### src/rtl/mem_ctrl_if.sv
// Byte-wide memory bus bundle shared by the ifetch unit, the load/store
// buffer data port and the external RAM/IO port. The master modport is
// the memory controller; the slave modport is everything around it.
interface mem_ctrl_if #(
  parameter int ADDR_W = 32
);
  // Instruction-fetch request/response
  logic              if_valid;
  logic [ADDR_W-1:0] if_addr;
  logic              if_done;
  logic [31:0]       if_data;

  // Load/store buffer data request/response
  logic              d_wating;
  logic              d_wr;
  logic [2:0]        d_len;
  logic [ADDR_W-1:0] d_addr;
  logic [31:0]       d_value;
  logic              d_done;
  logic [31:0]       d_result;

  // External byte-wide RAM/IO port
  logic [7:0]        mem_din;
  logic [7:0]        mem_dout;
  logic [ADDR_W-1:0] mem_a;
  logic              mem_wr;
  logic              io_buffer_full;

  modport master (
    input  if_valid, if_addr, d_wating, d_wr, d_len, d_addr, d_value,
           mem_din, io_buffer_full,
    output if_done, if_data, d_done, d_result, mem_dout, mem_a, mem_wr
  );

  modport slave (
    output if_valid, if_addr, d_wating, d_wr, d_len, d_addr, d_value,
           mem_din, io_buffer_full,
    input  if_done, if_data, d_done, d_result, mem_dout, mem_a, mem_wr
  );
endinterface

### src/rtl/mem_ctrl.sv
// Memory controller: arbitrates the single byte-wide RAM/IO port between
// instruction fetch and the LSB data port, sequences 1/2/4-byte accesses
// one byte per cycle, assembles little-endian read data with sign/zero
// extension and returns it with a one-cycle done pulse.
module mem_ctrl #(
  parameter int         ADDR_W = 32,
  parameter logic [1:0] IO_HI  = 2'b11
) (
  input  logic          clk_in,
  input  logic          rst_in,
  input  logic          rdy_in,
  input  logic          clear,
  mem_ctrl_if.master    bus
);

  typedef enum logic [1:0] {IDLE, RD, WR, DONE} state_t;

  state_t            r_state;
  logic [2:0]        r_cnt;
  logic [2:0]        r_len;
  logic              r_sext;
  logic              r_is_if;
  logic              r_io;
  logic [ADDR_W-1:0] r_base;
  logic [31:0]       r_wdata;
  logic [23:0]       r_buf;
  logic              r_if_done;
  logic              r_d_done;
  logic [31:0]       r_if_data;
  logic [31:0]       r_d_result;
  logic [ADDR_W-1:0] r_mem_a;
  logic [7:0]        r_mem_dout;
  logic              r_mem_wr;

  logic [2:0]        w_d_n;
  logic              w_d_io;
  logic [2:0]        w_rd_next;
  logic [2:0]        w_wr_idx;
  logic [1:0]        w_cap_idx;
  logic              w_fill;
  logic [31:0]       w_rd_word;

  // Byte count of an access from the low two length bits
  function automatic logic [2:0] lenToCount(input logic [1:0] len);
    case (len)
      2'b00:   lenToCount = 3'd1;
      2'b01:   lenToCount = 3'd2;
      default: lenToCount = 3'd4;
    endcase
  endfunction

  // Little-endian byte lane select of a store word
  function automatic logic [7:0] pickByte(input logic [31:0] word, input logic [1:0] idx);
    case (idx)
      2'd0:    pickByte = word[7:0];
      2'd1:    pickByte = word[15:8];
      2'd2:    pickByte = word[23:16];
      default: pickByte = word[31:24];
    endcase
  endfunction

  assign w_d_n     = lenToCount(bus.d_len[1:0]);
  assign w_d_io    = (bus.d_addr[17:16] == IO_HI);
  assign w_rd_next = r_cnt + 3'd1;
  // A write index only advances once its byte has actually been written
  assign w_wr_idx  = r_mem_wr ? (r_cnt + 3'd1) : r_cnt;
  // The byte landing on mem_din now was addressed two steps ago
  assign w_cap_idx = r_cnt[1:0] - 2'd1;
  assign w_fill    = r_sext & bus.mem_din[7];

  // Final read word: earlier bytes from the buffer, last byte straight off mem_din, extended
  always_comb begin
    w_rd_word = {bus.mem_din, r_buf};
    case (r_len)
      3'd1:    w_rd_word = {{24{w_fill}}, bus.mem_din};
      3'd2:    w_rd_word = {{16{w_fill}}, bus.mem_din, r_buf[7:0]};
      default: w_rd_word = {bus.mem_din, r_buf};
    endcase
  end

  // Main sequencer: arbitration, byte stepping, read assembly, stall, flush and done pulses
  always_ff @(posedge clk_in or negedge rst_in) begin
    if (!rst_in) begin
      r_state    <= IDLE;
      r_cnt      <= 3'd0;
      r_len      <= 3'd0;
      r_sext     <= 1'b0;
      r_is_if    <= 1'b0;
      r_io       <= 1'b0;
      r_base     <= '0;
      r_wdata    <= 32'd0;
      r_buf      <= 24'd0;
      r_if_done  <= 1'b0;
      r_d_done   <= 1'b0;
      r_if_data  <= 32'd0;
      r_d_result <= 32'd0;
      r_mem_a    <= '0;
      r_mem_dout <= 8'd0;
      r_mem_wr   <= 1'b0;
    end else if (rdy_in) begin
      unique case (r_state)
        IDLE: begin
          r_if_done <= 1'b0;
          r_d_done  <= 1'b0;
          r_cnt     <= 3'd0;
          if (!clear && bus.d_wating) begin
            r_is_if <= 1'b0;
            r_base  <= bus.d_addr;
            r_len   <= w_d_n;
            r_sext  <= bus.d_len[2];
            r_wdata <= bus.d_value;
            r_io    <= w_d_io;
            r_mem_a <= bus.d_addr;
            if (bus.d_wr) begin
              r_state    <= WR;
              r_mem_dout <= bus.d_value[7:0];
              r_mem_wr   <= !(w_d_io && bus.io_buffer_full);
            end else begin
              r_state  <= RD;
              r_mem_wr <= 1'b0;
            end
          end else if (!clear && bus.if_valid) begin
            r_is_if  <= 1'b1;
            r_base   <= bus.if_addr;
            r_len    <= 3'd4;
            r_sext   <= 1'b0;
            r_io     <= 1'b0;
            r_mem_a  <= bus.if_addr;
            r_mem_wr <= 1'b0;
            r_state  <= RD;
          end
        end
        RD: begin
          if (clear) begin
            r_state  <= IDLE;
            r_cnt    <= 3'd0;
            r_mem_wr <= 1'b0;
          end else if (r_cnt == r_len) begin
            if (r_is_if) begin
              r_if_done <= 1'b1;
              r_if_data <= w_rd_word;
            end else begin
              r_d_done   <= 1'b1;
              r_d_result <= w_rd_word;
            end
            r_state <= DONE;
          end else begin
            if (w_rd_next < r_len) begin
              r_mem_a <= r_base + ADDR_W'(w_rd_next);
            end
            if (r_cnt != 3'd0) begin
              case (w_cap_idx)
                2'd0:    r_buf[7:0]   <= bus.mem_din;
                2'd1:    r_buf[15:8]  <= bus.mem_din;
                default: r_buf[23:16] <= bus.mem_din;
              endcase
            end
            r_cnt <= w_rd_next;
          end
        end
        WR: begin
          if (w_wr_idx == r_len) begin
            r_mem_wr <= 1'b0;
            r_d_done <= 1'b1;
            r_state  <= DONE;
          end else begin
            r_cnt      <= w_wr_idx;
            r_mem_a    <= r_base + ADDR_W'(w_wr_idx);
            r_mem_dout <= pickByte(r_wdata, w_wr_idx[1:0]);
            r_mem_wr   <= !(r_io && bus.io_buffer_full);
          end
        end
        DONE: begin
          r_if_done <= 1'b0;
          r_d_done  <= 1'b0;
          r_state   <= IDLE;
        end
        default: r_state <= IDLE;
      endcase
    end
  end

  assign bus.if_done  = r_if_done;
  assign bus.if_data  = r_if_data;
  assign bus.d_done   = r_d_done;
  assign bus.d_result = r_d_result;
  assign bus.mem_a    = r_mem_a;
  assign bus.mem_dout = r_mem_dout;
  // A frozen controller must never leave a write strobe asserted
  assign bus.mem_wr   = r_mem_wr & rdy_in;

endmodule

### src/flat_wrapper.sv
// flat-port wrapper written by rule: the top's interface ports become plain ports
module mem_ctrl_flat 
#(
  parameter int         ADDR_W = 32,
  parameter logic [1:0] IO_HI  = 2'b11
)
  (clk_in, rst_in, rdy_in, clear, bus_if_valid, bus_if_addr, bus_d_wating, bus_d_wr, bus_d_len, bus_d_addr, bus_d_value, bus_mem_din, bus_io_buffer_full, bus_if_done, bus_if_data, bus_d_done, bus_d_result, bus_mem_dout, bus_mem_a, bus_mem_wr);
  mem_ctrl_if #(.ADDR_W(ADDR_W)) bus_i ();
  input  logic clk_in;
  input  logic rst_in;
  input  logic rdy_in;
  input  logic clear;
  input wire logic [$bits(bus_i.if_valid)-1:0] bus_if_valid;
  input wire logic [$bits(bus_i.if_addr)-1:0] bus_if_addr;
  input wire logic [$bits(bus_i.d_wating)-1:0] bus_d_wating;
  input wire logic [$bits(bus_i.d_wr)-1:0] bus_d_wr;
  input wire logic [$bits(bus_i.d_len)-1:0] bus_d_len;
  input wire logic [$bits(bus_i.d_addr)-1:0] bus_d_addr;
  input wire logic [$bits(bus_i.d_value)-1:0] bus_d_value;
  input wire logic [$bits(bus_i.mem_din)-1:0] bus_mem_din;
  input wire logic [$bits(bus_i.io_buffer_full)-1:0] bus_io_buffer_full;
  output wire logic [$bits(bus_i.if_done)-1:0] bus_if_done;
  output wire logic [$bits(bus_i.if_data)-1:0] bus_if_data;
  output wire logic [$bits(bus_i.d_done)-1:0] bus_d_done;
  output wire logic [$bits(bus_i.d_result)-1:0] bus_d_result;
  output wire logic [$bits(bus_i.mem_dout)-1:0] bus_mem_dout;
  output wire logic [$bits(bus_i.mem_a)-1:0] bus_mem_a;
  output wire logic [$bits(bus_i.mem_wr)-1:0] bus_mem_wr;
  assign bus_i.if_valid = bus_if_valid;
  assign bus_i.if_addr = bus_if_addr;
  assign bus_i.d_wating = bus_d_wating;
  assign bus_i.d_wr = bus_d_wr;
  assign bus_i.d_len = bus_d_len;
  assign bus_i.d_addr = bus_d_addr;
  assign bus_i.d_value = bus_d_value;
  assign bus_i.mem_din = bus_mem_din;
  assign bus_i.io_buffer_full = bus_io_buffer_full;
  assign bus_if_done = bus_i.if_done;
  assign bus_if_data = bus_i.if_data;
  assign bus_d_done = bus_i.d_done;
  assign bus_d_result = bus_i.d_result;
  assign bus_mem_dout = bus_i.mem_dout;
  assign bus_mem_a = bus_i.mem_a;
  assign bus_mem_wr = bus_i.mem_wr;
  mem_ctrl #(.ADDR_W(ADDR_W), .IO_HI(IO_HI)) u_core (.clk_in(clk_in), .rst_in(rst_in), .rdy_in(rdy_in), .clear(clear), .bus(bus_i));
endmodule
### config.mk
export PLATFORM = sky130hd
export DESIGN_NAME = mem_ctrl_flat
export DESIGN_NICKNAME = d
export VERILOG_FILES = /design/src/rtl/mem_ctrl_if.sv /design/src/rtl/mem_ctrl.sv /design/src/flat_wrapper.sv
export SDC_FILE = /design/constraint.sdc
export NUM_CORES = 1
export LEC_CHECK = 0
export ABC_CLOCK_PERIOD_IN_PS = 4200
export BUFFER_PORTS_ARGS = -buffer_cell sky130_fd_sc_hd__buf_2
export CORE_AREA = 3 3 143 145
export CTS_CLUSTER_SIZE = 30
export DETAILED_ROUTE_END_ITERATION = 8
export DIE_AREA = 0 0 146 148
export PLACE_DENSITY = 0.78
export SYNTH_ARGS = -nofsm -noshare
export SYNTH_HDL_FRONTEND = slang
export SYNTH_SLANG_ARGS = --single-unit
### constraint.sdc
create_clock -name clk_in -period 4.2 [get_ports clk_in]
set_clock_uncertainty 0.2 [all_clocks]
set_input_delay 0.21 -clock clk_in [delete_from_list [all_inputs] [get_ports clk_in]]
set_output_delay 0.21 -clock clk_in [all_outputs]
set_load 0.01 [all_outputs]
; Word-level counts from Yosys, hierarchy flattened
; Cells that the tools add are included.
[op_classes]
add_sub_neg = 4
mul = 0
div_mod_pow = 0
magnitude_cmp = 1
eq_ne = 26
n_shift = 0
muxes = 47
bitwise_logic = 6
reduce_logical = 32
[op_table]
columns = cell, count
row1 = 2-to-1 mux 32 bit, 6
row2 = case mux 32 bit (3 select lines), 1
row3 = adder 32 x 3 -> 32 bit, 2
row4 = case mux 32 bit (2 select lines), 1
row5 = AND reduction 5 bit, 5
row6 = 2-to-1 mux 8 bit, 3
row7 = case mux 8 bit (3 select lines), 1
row8 = 2-to-1 mux 3 bit, 6
row9 = AND reduction 6 bit, 3
row10 = 2-to-1 mux 1 bit, 16
row11 = case mux 8 bit (2 select lines), 1
row12 = 2-to-1 mux 2 bit, 6
row13 = != test 2 bit (second input constant), 6
row14 = AND reduction 4 bit, 3
row15 = != test 2 x 1 -> 1 bit (second input constant), 5
row16 = case mux 3 bit (3 select lines), 1
row17 = == test 2 x 1 -> 1 bit (second input constant), 4
row18 = == test 2 bit (second input constant), 4
row19 = zero test 2 bit, 4
row20 = case mux 2 bit (4 select lines), 1
row21 = AND reduction 7 bit, 1
row22 = == test 3 bit, 2
row23 = case mux 1 bit (3 select lines), 2
row24 = case mux 3 bit (2 select lines), 1
row25 = other kinds (17), 31
[word_totals]
register_bits = 206
latchBits = 0
ram_bits = 0
rom_bits = 0
in_bits = 115
output_inout_bits = 107
wordCells = 134
mem_count = 0

; Logic depth before layout (Yosys ltp)
; Gate-level depths: netlist of run 1.
[logic_depth]
depth_word = 6
depth_mapped = 15
ltp_nobuf = 13

; Worst setup path after synthesis of run 1
; No wires, ideal clock.
[synth_timing]
path_kind = register -> register
start = register u_core.r_cnt[0]
end = register u_core.r_mem_a[13] (netlist: u_core.bus.mem_a[13])
setup_time_ns = 0.120
t_arrival_ns = 3.304
required_ns = 3.880
path_slack_ns = 0.576
path_stages_with_launch = 15
path_buffers = 3
period_less_slack_ns = 3.624
path_cell_list = dfrtp_1 buf_2 inv_1 ha_1 mux2i_2 nor2_1 a21o_1 ha_1 a211oi_1 or2_1 buf_2 buf_4 nor4_1 nand3b_1 a31o_2
[synth_via]
elab_chain_len = 6
elab_cells_between_ends = 16
cone_classes = add/sub (3) / order compare (1) / eq/ne (5) / mux (6) / reduce/logical (1)
[synth_rtl]
columns = element, line_no
row1 = from (decl), mem_ctrl.sv:19  ; logic [2:0] r_cnt;
row2 = from (signal assigned), mem_ctrl.sv:158  ; r_cnt <= w_rd_next;
row3 = from (signal assigned), mem_ctrl.sv:167  ; r_cnt <= w_wr_idx;
row4 = adder 3 x 1 -> 3 bit, "mem_ctrl.sv:64, mem_ctrl.sv:66"
row5 = adder 32 x 3 -> 32 bit, mem_ctrl.sv:149  ; r_mem_a <= r_base + ADDR_W'(w_rd_next);
row6 = 2-to-1 mux 32 bit, mem_ctrl.sv:148  ; if (w_rd_next < r_len) begin
row7 = 2-to-1 mux 32 bit, mem_ctrl.sv:138  ; end else if (r_cnt == r_len) begin
row8 = 2-to-1 mux 32 bit, mem_ctrl.sv:134  ; if (clear) begin
row9 = case mux 32 bit (3 select lines), mem_ctrl.sv:101  ; unique case (r_state)
row10 = to (signal assigned), mem_ctrl.sv:113  ; r_mem_a <= bus.d_addr;
row11 = to (signal assigned), mem_ctrl.sv:128  ; r_mem_a <= bus.if_addr;
row12 = to (signal assigned), mem_ctrl.sv:149
row13 = to (decl), mem_ctrl.sv:31  ; logic [ADDR_W-1:0] r_mem_a;
; Several ways; a longest one is shown, not always the timed one. The select of a mux whose other input is x is not followed.
; A chain may end at the register's enable or synchronous reset.

; Final worst setup path of run 1
[layout_timing]
start = register u_core.r_cnt[1]
end = register u_core.r_mem_a[28] (netlist: u_core.bus.mem_a[28])
; Same word-level chain as after synthesis.

==> impl_metrics.toml, run 1 <==
[placed_design]
dp.cells = 1487
gp_congestion = 0.826
dpl.hpwl_um = 18000
io_buffers = 221
postPlaceCellArea_mm2 = 0.0118
dp_slack_ps = 531

[synthesis]
ys_seq_elements = 206
synth_top_cell_area_share_pct = 49.2
synth.distinct_cells = 69
synth_top_area_cell = "dfrtp_1"
postSynthAreaPerCell_um2 = 9.97
syn-num-nets = 1183
ys_warn_count = 0
synth-edff-count = 0
synthTopCellsByArea = "dfrtp_1, mux2i_1, nand2_1, mux2_2, o21ai_0"
ys_seq_area_share_pct = 49.2
syn_area_mm2 = 0.0105
synthCells = 1052
synth_ff_type = "dfrtp_1"
synth_async_sr_flop_share_pct = 100

[critical_path]
ff2ff_path_depth = 13
reg2reg_to = "u_core.bus.mem_a[28]"
worst_setup_path_start_kind = "register"
crit_required_ps = 4400
rr_startpoint = "u_core.r_cnt[1]"
crit_family = "adder cells"
cp_cell_sequence = "inv_1 -> ha_1 -> mux2i_2 -> nor2_1 -> a21o_1 -> inv_1 -> fa_1 -> and2b_1 -> o21ai_0 -> buf_4 -> nor3_1 -> mux2_2 -> a31o_2"
crit_arrival_ps = 3950
reg2reg_slack_ps = 440
critPathSlowestCell = "dfrtp_1"
crit_buf_inv = 3
max_stage_delay_ps = 450
cpMostUsedCell = "inv_1"
cp-end-kind = "register"
critPathKind = "reg2reg"
worst-path-max-fanout = 15

[timing]
relSlewSlack_pct = 25.9
layout_setup_ws_ps = 444
finalMaxSlewViolations = 0
hold_violations = 0
grt_setup_unrepaired = "false"
period_share_pct = 89.4
setup_viol = 0
layout_min_cycle_time_ps = 3760
worst_slew_pin_slew_ps = 1110
fmax_mhz = 266
tns_ps = 0

[clocking]
hold_buffers = 117
worstSkewPairLatency_ps = 510
htreeDepth = 1
ctsResizeCount = 0
max-clock-path-buffers = 3
cts.reportedPaths.clkPinSlew_ps = 60
cts_buffers = 22
cts-root-buf = "clkbuf_16"
tritoncts = "yes"
numClockSinks = 206
post_cts_buffers = 0

[finish]
fin_nets = 1494
fin_cells = 1645
layout_common_cells = "buf_2, dfrtp_1, nand2_1"
fin_area_mm2 = 0.0138
final_layout_size_suffix_gt1_share_pct = 26.3
layout_commonest_cell = "buf_2"
area_growth_pct = 31.3
n_fill_cell = 1414

[detailed_routing]
viasPerCell = 5.57
drt_iter0_drc = 610
routed-via-count = 9157
ant_nets = 0
drc = 0
wl_per_cell_um = 17.3
wirelength_um = 28500
drtPass1Iterations = 5

[global_routing]
track_usage_pct = 26.0
overflow = 0
antenna_found_initial = 1
first_global_vias = 9327
grt_max_degree = 86
grt_pass1_wl_um = 46600

[hold_path]
whs_endpoint = "u_core.r_mem_wr"
hold_path.class = "in2reg"
min_delay_path_depth = 4
holdCritStartpoint = "bus_d_addr[16]"

[floorplan]
initial_core_util_pct = 54.2
core_region_area_mm2 = 0.0193
boundaryPins = 222
num_rows = 51
fp.dieW_um = 146
die_y_um = 148
die-area_mm2 = 0.0216

[run]
max-cap-violations = 0

[pwr]
power_mw = 9.57
p_per_area_mw_per_mm2 = 696
leakage_nw = 6.63
ir_drop_mv = 0.389

[status]
status = "finished, final reports clean"
==> per-stage QoR <==
step / utilization [%] / hold slack [ps]
global placement: 61.0 / 57.6
global route: 71.2 / 54.5
CTS: 71.2 / 11.3
floorplan: - / -286
detailed placement: 61.0 / 54.7
finish: 71.2 / 14.1
==> worst max-delay path by stage <==
stage | startpoint | end | slack, ps | cells past startpoint
2_1_floorplan | u_core.r_cnt[0] | u_core.bus.mem_a[13] | 580 | 14
3_3_place_gp | u_core.r_cnt[1] | u_core.bus.mem_a[28] | 640 | 13
3_5_place_dp | u_core.r_cnt[1] | u_core.bus.mem_a[28] | 530 | 13
4_1_cts | u_core.r_cnt[1] | u_core.bus.mem_a[28] | 450 | 13
5_1_grt | u_core.r_cnt[1] | u_core.bus.mem_a[28] | 210 | 13
6_report | u_core.r_cnt[1] | u_core.bus.mem_a[28] | 440 | 13
==> Yosys cell counts (5+ instances only) <==
library cell and instances:
nor2b_1 5, and2_1 9, a31o_2 12, nand4_1 7, o31ai_1 18, nor4_1 7
xnor2_1 10, a21oi_1 60, ha_1 15, xor2_1 7, nor2_1 49, buf_2 22
nand2_1 200, a21boi_0 11, a211oi_1 9, nand3_1 20, dfrtp_1 206, and3_1 8
o211ai_1 5, or4_1 8, mux2_4 5, clkbuf_1 41, o21ai_0 89, mux2_2 51
a22oi_1 8, nand2b_1 8, mux2i_1 80, nor3_1 6, inv_1 17
==> routing by layer <==
metal,wire length (µm),vias up,track usage (%)
met5,0,-,0
met4,730,0,8.70
met3,1800,68,4.41
met2,13500,358,42.8
met1,12400,4379,35.3
li1,-,4352,-
==> power breakdown <==
group / internal, mW / leakage (nW) / switching (mW)
combinational: 1.82 / 3.61 / 2.23
sequential: 2.83 / 2.64 / 0.637
clock: 1.27 / 0.390 / 0.792
==> registers in the layout, summed over array words and instances, names as in the netlist, 2 cells and up <==
register,count
u_core.bus.d_result,32
u_core.bus.if_data,32
u_core.bus.mem_a,32
u_core.r_base,32
u_core.r_wdata,32
u_core.r_buf,24
u_core.bus.mem_dout,8
u_core.r_cnt,3
u_core.r_len,3
u_core.r_state,2
==> kinds of logic (layout without fill, tap and decap cells) <==
group,Yosys count,in the layout,synth area share (%)
xor gates and xnor gates,19,19,1.73
adders and majority gates,16,16,1.98
and+or+nand+nor,344,344,15.2
AOI/OAI and AO/OA,243,243,14.4
DFF,206,206,49.2
buffers and inverters,87,414,3.60
other,0,1,0
muxes,137,137,14.0
==> worst reg2reg max path, cell delays in order, from the launching register on <==
cell	delay, ps
dfrtp_1	450
inv_1	100
ha_1	430
mux2i_2	120
nor2_1	150
a21o_1	140
inv_1	60
fa_1	420
and2b_1	280
o21ai_0	100
buf_4	210
nor3_1	370
mux2_2	390
a31o_2	230
==> area by class of cell <==
class / instances / area [µm²] / area share (%)
Clock buffer: 32 / 658 / 4.78
Inverter: 18 / 67.6 / 0.491
Tap cell: 265 / 332 / 2.41
Sequential cell: 206 / 5150 / 37.5
Multi-Input combinational cell: 759 / 4970 / 36.1
Antenna cell: 1 / 2.50 / 0.0182
Clock inverter: 8 / 126 / 0.918
Timing Repair Buffer: 356 / 2450 / 17.8
Note: power is estimated with default switching activity, not from simulation.
==> run 2, diff against run 1 <==
--- a/config.mk
+++ b/config.mk
@@ -5,6 +5,7 @@
 export SDC_FILE = /design/constraint.sdc
 export NUM_CORES = 1
 export LEC_CHECK = 0
+export ABC_AREA = 1
 export ABC_CLOCK_PERIOD_IN_PS = 4200
 export BUFFER_PORTS_ARGS = -buffer_cell sky130_fd_sc_hd__buf_2
 export CORE_AREA = 3 3 143 145
==> run 2 against run 1 <==
Die area is the same. Critical path depth grew 6. Synthesized cell count grew 26%. Hold slack gained 13 ps. Core utilization shrank 0.23 points. Setup slack gained 200 ps. Sequential share of layout area grew 0.12 points. Power shrank 6.3%. Clock-buffer cell count shrank 5. Via count grew 13%. Highest routed layer unchanged.
==> impl_metrics.toml, run 2 <==
[critical_path]
reg2reg_to = "u_core.bus.mem_a[21]"
cp-end-kind = "register"
reg2reg_slack_ps = 650
cp_cell_sequence = "inv_1 -> ha_1 -> nand2_1 -> nand2_1 -> inv_1 -> nor2_1 -> a21oi_1 -> inv_1 -> ha_1 -> nand2_1 -> nand2_1 -> nand3_1 -> nor2_1 -> nand2_1 -> nand2_1 -> nand3_1 -> o21ai_0 -> nand2_1 -> nand2_1"
cp-endpoint = "u_core.bus.mem_a[21]"
max_stage_delay_ps = 480
cpMostUsedCell = "nand2_1"
critPathSlowestCell = "dfrtp_1"
crit_buf_inv = 3
rr_startpoint = "u_core.r_cnt[0]"
crit_family = "simple AND/OR/NAND/NOR gates"
crit_required_ps = 4440
crit_arrival_ps = 3790
ff2ff_path_depth = 19
critPathKind = "reg2reg"
worst_setup_path_start_kind = "register"
crit_cells = 19
worst-path-max-fanout = 8
crit_start = "u_core.r_cnt[0]"

[global_routing]
grt_max_degree = 111
use_met2_pct = 47.4
top_usage_layer = "met2"
grt_pass1_wl_um = 51300
antenna_found_initial = 0
first_global_vias = 10135
track_usage_pct = 28.8
grtUsageMet1_pct = 39.1
grt.met3_usage_pct = 5.43
overflow = 0

[placed_design]
gp_congestion = 0.935
postPlaceCellArea_mm2 = 0.0118
io_buffers = 221
dpl.hpwl_um = 20300

[timing]
fmax_mhz = 281
grt_setup_unrepaired = "false"
worst_slew_pin_slew_ps = 1020
relSlewSlack_pct = 32.0
finalMaxSlewViolations = 0
setup_viol = 0
tns_ps = 0
layout_min_cycle_time_ps = 3550
hold_violations = 0
period_share_pct = 84.6

[detailed_routing]
viasPerCell = 5.39
wl_per_cell_um = 16.4
drt_iter0_drc = 899
wirelength_um = 31600
drtPass1Iterations = 5
drc = 0
ant_nets = 0
routed-via-count = 10371

[pwr]
ir_drop_mv = 0.484
p_clk_share_pct = 22.8
switching_share_pct = 40.9
power_frac_seq_pct = 36.4
p_sw_mw = 3.67
p_int_mw = 5.30
p_per_area_mw_per_mm2 = 654
combinationalPowerShare_pct = 40.8
power_mw = 8.97
leakage_nw = 7.38

[clocking]
post_cts_buffers = 0
htreeDepth = 1
cts.reportedPaths.clkPinSlew_ps = 70
worstSkewPairLatency_ps = 500
ctsResizeCount = 0
cts-root-buf = "clkbuf_16"
numClockSinks = 206
max-clock-path-buffers = 3
cts_buffers = 22
hold_buffers = 117
tritoncts = "yes"

[floorplan]
initial_core_util_pct = 54.4
die_y_um = 148
fp.dieW_um = 146
boundaryPins = 222
die-area_mm2 = 0.0216
core_region_area_mm2 = 0.0193
num_rows = 51

[finish]
diodes = 0
area_growth_pct = 30.4
n_fill_cell = 1486
fin_nets = 1778
fin_area_mm2 = 0.0137
layout_common_cells = "nand2_1, buf_2, dfrtp_1"
final_layout_size_suffix_gt1_share_pct = 18.7
layout_commonest_cell = "nand2_1"

[synthesis]
synth.distinct_cells = 39
synth-edff-count = 0
ys_seq_area_share_pct = 49.0
ys_warn_count = 0
syn-num-nets = 1456
synth_ff_type = "dfrtp_1"
postSynthAreaPerCell_um2 = 7.94
ys_seq_elements = 206
yosysMostFrequentCell = "nand2_1"
synth_top_area_cell = "dfrtp_1"
syn_area_mm2 = 0.0105
synth_top_cell_area_share_pct = 49.0
synthCells = 1325
synthTopCellsByArea = "dfrtp_1, nand2_1, o21ai_0, nand3_1, mux2_1"
synthTopCellsByCount = "nand2_1, dfrtp_1, o21ai_0, nand3_1, inv_1"
synth_async_sr_flop_share_pct = 100

[status]
status = "finished, final reports clean"

[run]
max-cap-violations = 0

[hold_path]
hold_path.class = "in2reg"
-- run 2: changes by cell type after synthesis, sizes merged, moves of 12 or more --
| cell | change |
|---|---|
| o21ai | +33 |
| o22ai | +13 |
| clkbuf | -18 |
| o31ai | -18 |
| nand3 | +58 |
| mux2i | -67 |
| a21oi | -42 |
| inv | +61 |
| nor4 | -12 |
| a31o | -12 |
| nor2 | +25 |
| nand2 | +370 |
-- run 2: final cells by class --
cell class	instances	area (µm²)	area share (%)
clock buffer	27	601	4.38
tap	265	332	2.42
timing repair buffer	349	2380	17.4
inverter	80	300	2.19
clock inverter	10	153	1.11
multi-input combinational	988	4800	35.0
sequential	206	5150	37.6
-- run 2: cell families (layout without fill, tap and decap cells) --
kind of cell / Yosys count / after routing / synth area share, %
AOI/OAI and AO/OA: 174 / 174 / 8.91
and+or+nand+nor: 734 / 734 / 28.1
buffers and inverters: 131 / 466 / 5.39
xor gates and xnor gates: 3 / 3 / 0.250
DFF: 206 / 206 / 49.0
muxes: 61 / 61 / 6.36
adders and majority gates: 16 / 16 / 1.97
-- run 2: layer usage --
layer	part of all wire, %	up-vias
met2	46	495
met4	2.8	0
met1	42	4886
met5	0	-
met3	8.3	70
li1	-	4920
-- run 2: power by group through the flow --
stage                     Sequential [mW]  Combinational (mW)  Clock [mW]
after floorplan                      3.25                2.31           0
after global placement               3.25                3.37           0
after detailed placement             3.26                3.47           0
after CTS                            3.24                3.62        2.07
after global routing                 3.34                4.13        2.16
final                                3.27                3.66        2.04
-- run 2: worst min path at each step --
stage / start / end / slack, ps / depth (start not counted)
2_1_floorplan: rst_in / u_core.bus.d_done / -290 / 0
3_3_place_gp: rst_in / u_core.bus.mem_a[23] / 190 / 1
3_5_place_dp: rst_in / u_core.bus.if_data[4] / 190 / 1
4_1_cts: bus_d_addr[9] / u_core.r_base[9] / 8 / 5
5_1_grt: bus_if_addr[20] / u_core.bus.mem_a[20] / 30 / 6
6_report: bus_if_addr[20] / u_core.bus.mem_a[20] / 30 / 6
-- run 2: through the flow --
step / hold slack, ps / utilization [%] / setup WS, ps / std cells
4_1_cts: 7.76 / 71.0 / 698 / 1925
2_1_floorplan: -286 / - / 1260 / 1325
3_3_place_gp: 188 / 61.0 / 831 / 1771
3_5_place_dp: 188 / 61.0 / 705 / 1771
6_report: 27.5 / 71.0 / 645 / 1925
5_1_grt: 30.5 / 71.0 / 260 / 1925
-- run 2: worst register-to-register path: stages (launching register included) --
cell,delay (ps)
dfrtp_1,480
inv_1,120
ha_1,380
nand2_1,110
nand2_1,150
inv_1,110
nor2_1,50
a21oi_1,250
inv_1,80
ha_1,280
nand2_1,50
nand2_1,120
nand3_1,120
nor2_1,400
nand2_1,160
nand2_1,110
nand3_1,70
o21ai_0,100
nand2_1,70
nand2_1,90
